[config.mk]
export PLATFORM = sky130hd
export DESIGN_NAME = conv_index_ctrl_flat
export DESIGN_NICKNAME = d
export VERILOG_FILES = /design/src/rtl/conv_index_ctrl_if.sv /design/src/rtl/conv_index_ctrl.sv /design/src/flat_wrapper.sv
export SDC_FILE = /design/constraint.sdc
export NUM_CORES = 1
export LEC_CHECK = 0
export CAP_MARGIN = 20
export CELL_PAD_IN_SITES_DETAIL_PLACEMENT = 0
export CELL_PAD_IN_SITES_GLOBAL_PLACEMENT = 1
export CORE_ASPECT_RATIO = 0.75
export CORE_MARGIN = 4
export CORE_UTILIZATION = 37
export DETAILED_ROUTE_END_ITERATION = 16
export GPL_TIMING_DRIVEN = 0
export PLACE_DENSITY = 0.86
export RECOVER_POWER = 50
export SETUP_SLACK_MARGIN = 0.2
export SYNTH_ARGS = -nofsm -noshare
export SYNTH_HDL_FRONTEND = slang
export SYNTH_SLANG_ARGS = --single-unit
[constraint.sdc]
create_clock -name clk -period 3.2 [get_ports clk]
set_clock_uncertainty 0.15 [all_clocks]
set_input_delay 0.32 -clock clk [delete_from_list [all_inputs] [get_ports clk]]
set_output_delay 0.32 -clock clk [all_outputs]
set_load 0.05 [all_outputs]
[src/rtl/conv_index_ctrl_if.sv]
// conv_index_ctrl_if: request, x-index feedback and memory/accumulator control bundle for conv_index_ctrl
interface conv_index_ctrl_if;
  logic       start;
  logic [5:0] size_x;
  logic [5:0] size_y;
  logic [5:0] x_ind_q;
  logic [5:0] x_ind_next;
  logic       x_ind_en;
  logic       x_ind_clr;
  logic [4:0] x_addr;
  logic [4:0] y_addr;
  logic [5:0] z_addr;
  logic       acc_clr;
  logic       acc_en;
  logic       z_we;
  logic       busy;
  logic       done;
  modport master (
    output start, size_x, size_y, x_ind_q,
    input  x_ind_next, x_ind_en, x_ind_clr, x_addr, y_addr, z_addr,
           acc_clr, acc_en, z_we, busy, done
  );
  modport slave (
    input  start, size_x, size_y, x_ind_q,
    output x_ind_next, x_ind_en, x_ind_clr, x_addr, y_addr, z_addr,
           acc_clr, acc_en, z_we, busy, done
  );
endinterface

[src/rtl/conv_index_ctrl.sv]
// conv_index_ctrl: sequences x index, addresses and accumulator control for direct-form convolution
module conv_index_ctrl (
  input  logic              clk,
  input  logic              rstn,
  conv_index_ctrl_if.slave  bus
);
  typedef enum logic [2:0] {IDLE, INIT, CALC, DRAIN, WRITE, DONE} state_t;
  state_t     state;
  logic [5:0] sx, sy, i;
  logic       acc_en_q;
  logic [5:0] cx, cy, diff;
  logic [6:0] l_idx;
  logic       last, term_valid;
  always_comb begin
    cx         = bus.size_x > 6'd32 ? 6'd32 : bus.size_x;
    cy         = bus.size_y > 6'd32 ? 6'd32 : bus.size_y;
    diff       = i - bus.x_ind_q;
    last       = bus.x_ind_q == sx - 6'd1;
    term_valid = (i >= bus.x_ind_q) && (diff < sy);
    l_idx      = {1'b0, sx} + {1'b0, sy} - 7'd2;
  end
  always_ff @(posedge clk or negedge rstn) begin
    if (!rstn) begin
      state    <= IDLE;
      sx       <= '0;
      sy       <= '0;
      i        <= '0;
      acc_en_q <= 1'b0;
    end else begin
      // accumulate one cycle after the term is issued, matching memory read latency
      acc_en_q <= (state == CALC) && term_valid;
      case (state)
        IDLE: if (bus.start) begin
          sx    <= cx;
          sy    <= cy;
          state <= (cx == 6'd0 || cy == 6'd0) ? DONE : INIT;
        end
        INIT: begin
          i     <= '0;
          state <= CALC;
        end
        CALC: if (last) state <= DRAIN;
        DRAIN: state <= WRITE;
        WRITE: if ({1'b0, i} == l_idx) state <= DONE;
        else begin
          i     <= i + 6'd1;
          state <= CALC;
        end
        DONE: state <= IDLE;
        default: state <= IDLE;
      endcase
    end
  end
  always_comb begin
    bus.x_ind_next = bus.x_ind_q + 6'd1;
    bus.x_ind_en   = (state == CALC) && !last;
    bus.x_ind_clr  = (state == INIT) || ((state == CALC) && last);
    bus.x_addr     = bus.x_ind_q[4:0];
    bus.y_addr     = diff[4:0];
    bus.z_addr     = i;
    bus.acc_clr    = (state == INIT) || (state == WRITE);
    bus.acc_en     = acc_en_q;
    bus.z_we       = state == WRITE;
    bus.busy       = state != IDLE;
    bus.done       = state == DONE;
  end
endmodule

[src/flat_wrapper.sv]
// flat-port wrapper written by rule: the top's interface ports become plain ports
module conv_index_ctrl_flat 
  (clk, rstn, bus_start, bus_size_x, bus_size_y, bus_x_ind_q, bus_x_ind_next, bus_x_ind_en, bus_x_ind_clr, bus_x_addr, bus_y_addr, bus_z_addr, bus_acc_clr, bus_acc_en, bus_z_we, bus_busy, bus_done);
  conv_index_ctrl_if bus_i ();
  input  logic clk;
  input  logic rstn;
  input wire logic [$bits(bus_i.start)-1:0] bus_start;
  input wire logic [$bits(bus_i.size_x)-1:0] bus_size_x;
  input wire logic [$bits(bus_i.size_y)-1:0] bus_size_y;
  input wire logic [$bits(bus_i.x_ind_q)-1:0] bus_x_ind_q;
  output wire logic [$bits(bus_i.x_ind_next)-1:0] bus_x_ind_next;
  output wire logic [$bits(bus_i.x_ind_en)-1:0] bus_x_ind_en;
  output wire logic [$bits(bus_i.x_ind_clr)-1:0] bus_x_ind_clr;
  output wire logic [$bits(bus_i.x_addr)-1:0] bus_x_addr;
  output wire logic [$bits(bus_i.y_addr)-1:0] bus_y_addr;
  output wire logic [$bits(bus_i.z_addr)-1:0] bus_z_addr;
  output wire logic [$bits(bus_i.acc_clr)-1:0] bus_acc_clr;
  output wire logic [$bits(bus_i.acc_en)-1:0] bus_acc_en;
  output wire logic [$bits(bus_i.z_we)-1:0] bus_z_we;
  output wire logic [$bits(bus_i.busy)-1:0] bus_busy;
  output wire logic [$bits(bus_i.done)-1:0] bus_done;
  assign bus_i.start = bus_start;
  assign bus_i.size_x = bus_size_x;
  assign bus_i.size_y = bus_size_y;
  assign bus_i.x_ind_q = bus_x_ind_q;
  assign bus_x_ind_next = bus_i.x_ind_next;
  assign bus_x_ind_en = bus_i.x_ind_en;
  assign bus_x_ind_clr = bus_i.x_ind_clr;
  assign bus_x_addr = bus_i.x_addr;
  assign bus_y_addr = bus_i.y_addr;
  assign bus_z_addr = bus_i.z_addr;
  assign bus_acc_clr = bus_i.acc_clr;
  assign bus_acc_en = bus_i.acc_en;
  assign bus_z_we = bus_i.z_we;
  assign bus_busy = bus_i.busy;
  assign bus_done = bus_i.done;
  conv_index_ctrl u_core (.clk(clk), .rstn(rstn), .bus(bus_i));
endmodule
==> flow_summary_export.csv <==
group,metric,value,unit
run_status,status,"finished, final reports clean",
drt,first_iter_violations,82,
sta,setup_ws,0.220,ns
final_layout,post-route-util,55.1,%
global_routing,grt_start_max_net_pins,23,
worst_setup_path,r2r_end,"u_core.state[1]",
yosys,synth_cells,246,
placed_design,gp_congestion,0.787,
global_routing,track_usage,16.0,%
drt,wl_per_cell,14.1,um
final_layout,nNetsFinal,357,
drt,ant_nets,0,
sta,fin_crit,2.98,ns
yosys,synthFlopType,"dfrtp_1",
power,power_density,924,nW/um^2
die,die_h,72.6,um
flow_run,cap_violations,0,
global_routing,antenna_found_initial,0,
worst_setup_path,crit_type,"flop to flop",
yosys,ys_seq_elements,22,
worst_setup_path,cp_cell_sequence,"inv_1, ha_1, inv_1, ha_1, a21o_1, a2111oi_2, nor4_2, nor4b_4, buf_6, o21ai_2, mux2_2",
die,dieArea,6840,um^2
worst_setup_path,r2r_slack,0.22,ns
cts,h-tree-depth,1,
worst_setup_path,crit_path_top_delay_cell,"a2111oi_2",
cts,clock_sinks,22,
cts,clock_path_buffers,2,
drt,via_count,1909,
sta,finalHoldViolCount,0,
die,rows,23,
worst_setup_path,cpPeakStageDelay,0.43,ns
worst_setup_path,cp.required,3.22,ns
placed_design,dp.cells,370,
worst_setup_path,arrival,3.00,ns
yosys,synth_area_per_cell,8.37,um^2
yosys,synth-async-reset-ratio,100,%
global_routing,grt_first_pass_wirelength,8.69,mm
worst_setup_path,endpoint_kind,"flop",
placed_design,port_buffers,49,
cts,insertion_delay,0.27,ns
final_layout,seq_area,554,um^2
placed_design,dp_hpwl,4.19,mm
power,vdd_drop_max,0.607,mV
sta,setup_viol,0,
cts,cts.clk_slew.worst_paths,0.09,ns
cts,holdBufCountCts,0,
die,start_util,38.5,%
sta,final_max_slew_viol_count,0,
drt,viasPerCell,4.98,
yosys,synth_nets,294,
worst_setup_path,startpoint,"u_core.sx[2]",
worst_setup_path,reg2reg_from,"u_core.sx[2]",
die,coreArea,5350,um^2
global_routing,grt_pass1_vias,1833,
yosys,synth_edf_count,0,
die,num_io_pins,50,
placed_design,dp_slack,-0.544,ns
final_layout,fill_cells,499,
worst_setup_path,startpoint_type,"flop",
sta,period_share,93.1,%
yosys,yosysUniqueCellTypes,40,
sta,relSlewSlack,24.7,%
sta,fmax,336,MHz
die,die_w,94.2,um
yosys,mappedNetlistArea,2060,um^2
drt,wirelength,5.38,mm
final_layout,area_delta_synth_final,43.1,%
hold_path,min_path_type,"primary input to async pin",
global_routing,overflow,0,
yosys,ys_warn_count,0,
worst_setup_path,cp_max_fo,5,
drt,drtPass1Iterations,4,
final_layout,multi_input_area,1490,um^2
final_layout,diodes,0,
worst_setup_path,reg2regPathDepth,11,
final_layout,instances_no_fill,383,
worst_setup_path,endpoint,"u_core.state[1]",
sta,tightest_slew,1.13,ns
cts,cts_buffers,3,
power,p_leak,1.34,nW
final_layout,most-common-layout-cells,"clkdlybuf4s50_1, inv_1, ha_1",
cts,cts_tree,"done",
sta,rsz0062_at_grt,"true",
sta,holdWs,0.117,ns
final_layout,layout_commonest_cell,"clkdlybuf4s50_1",
drt,remaining_drc_errors,0,
cts,cts_root_buffer,"clkbuf_8",
final_layout,drive_above_1_share,17.2,%
yosys,ys_seq_area_share,26.7,%
power by group:
part	leakage, nW	internal, W	total, W	switching [W]
Sequential	0.285	0.000368	0.000475	0.000107
Clock	0.0357	0.000167	0.000263	0.0000961
Combinational	1.02	0.000832	0.00199	0.00115
through the flow:
step                instance area [um^2]  setup TNS, ns  total power [W]
finish                              2950              0          0.00272
global route                        2950              0          0.00296
CTS                                 2800              0          0.00255
detailed placement                  2690          -1.39          0.00224
global placement                    2690          -1.51          0.00221
floorplan                           2110              0          0.00179
cell type report:
class | instances | area share, %
repair buffers | 58 | 18.7
clock buffers | 3 | 1.40
well taps | 75 | 3.18
flip-flops and latches | 22 | 18.8
clock inverters | 1 | 1.02
plain buffers | 9 | 1.78
inverters | 35 | 4.54
multi-input cells | 180 | 50.6
synthesized netlist by cell type, types with 7 or more instances:
cell / count / area, um^2
inv_1: 35 / 131
ha_1: 25 / 313
dfrtp_1: 22 / 551
nand2_1: 21 / 78.8
o21ai_0: 19 / 95.1
nand2b_1: 14 / 87.6
xnor2_1: 14 / 123
a21oi_1: 8 / 40.0
nor3_1: 8 / 40.0
xor2_1: 8 / 70.1
nand3_1: 7 / 35.0
nor2_1: 7 / 26.3
worst min path at each step:
| stage | to |
|---|---|
| after CTS | u_core.sy[1] |
| after floorplan | u_core.bus.acc_en |
| after global routing | u_core.state[1] |
| after global placement | u_core.sy[2] |
| final | u_core.state[1] |
| after detailed placement | u_core.sy[1] |
metal layers:
layer / up-vias / GRT usage (%) / share of wire (%)
met4: 0 / 3.85 / 0.84
met5: - / 0 / 0
li1: 963 / - / -
met1: 887 / 23.3 / 49
met2: 55 / 24.3 / 44
met3: 4 / 3.20 / 6.5
registers in the layout (all words and copies together), names as in the netlist:
| signal | flops |
|---|---|
| u_core.sx | 6 |
| u_core.bus.acc_en | 1 |
| u_core.bus.z_addr | 6 |
| u_core.state | 3 |
| u_core.sy | 6 |
worst max-delay path: cells and delay by family, from the launching register on:
kind | cells | cell delay (ns)
buffers and inverters | 3 | 0.31
AO/OA/AOI/OAI | 3 | 0.70
multiplexers | 1 | 0.25
flip-flops | 1 | 0.39
adder cells (fa/ha/maj) | 2 | 0.61
AND/OR/NAND/NOR | 2 | 0.47
kinds of logic after synthesis:
group	Yosys count	share of synthesized area (%)
and+or+nand+nor	77	20.5
AOI/OAI and AO/OA	48	14.3
buffers and inverters	44	8.93
adders and majority gates	27	17.1
xor gates and xnor gates	22	9.36
DFF	22	26.7
muxes	6	3.10
timing repair:
item | 4_1_cts | 5_1_grt
setup buffers | 2 | 5
pin swaps | 2 | 7
gates resized for setup | 19 | 29
endpoints found under the setup margin | 16 | 14
gates cloned | 0 | 1
Note: power is estimated with default switching activity, not from simulation.
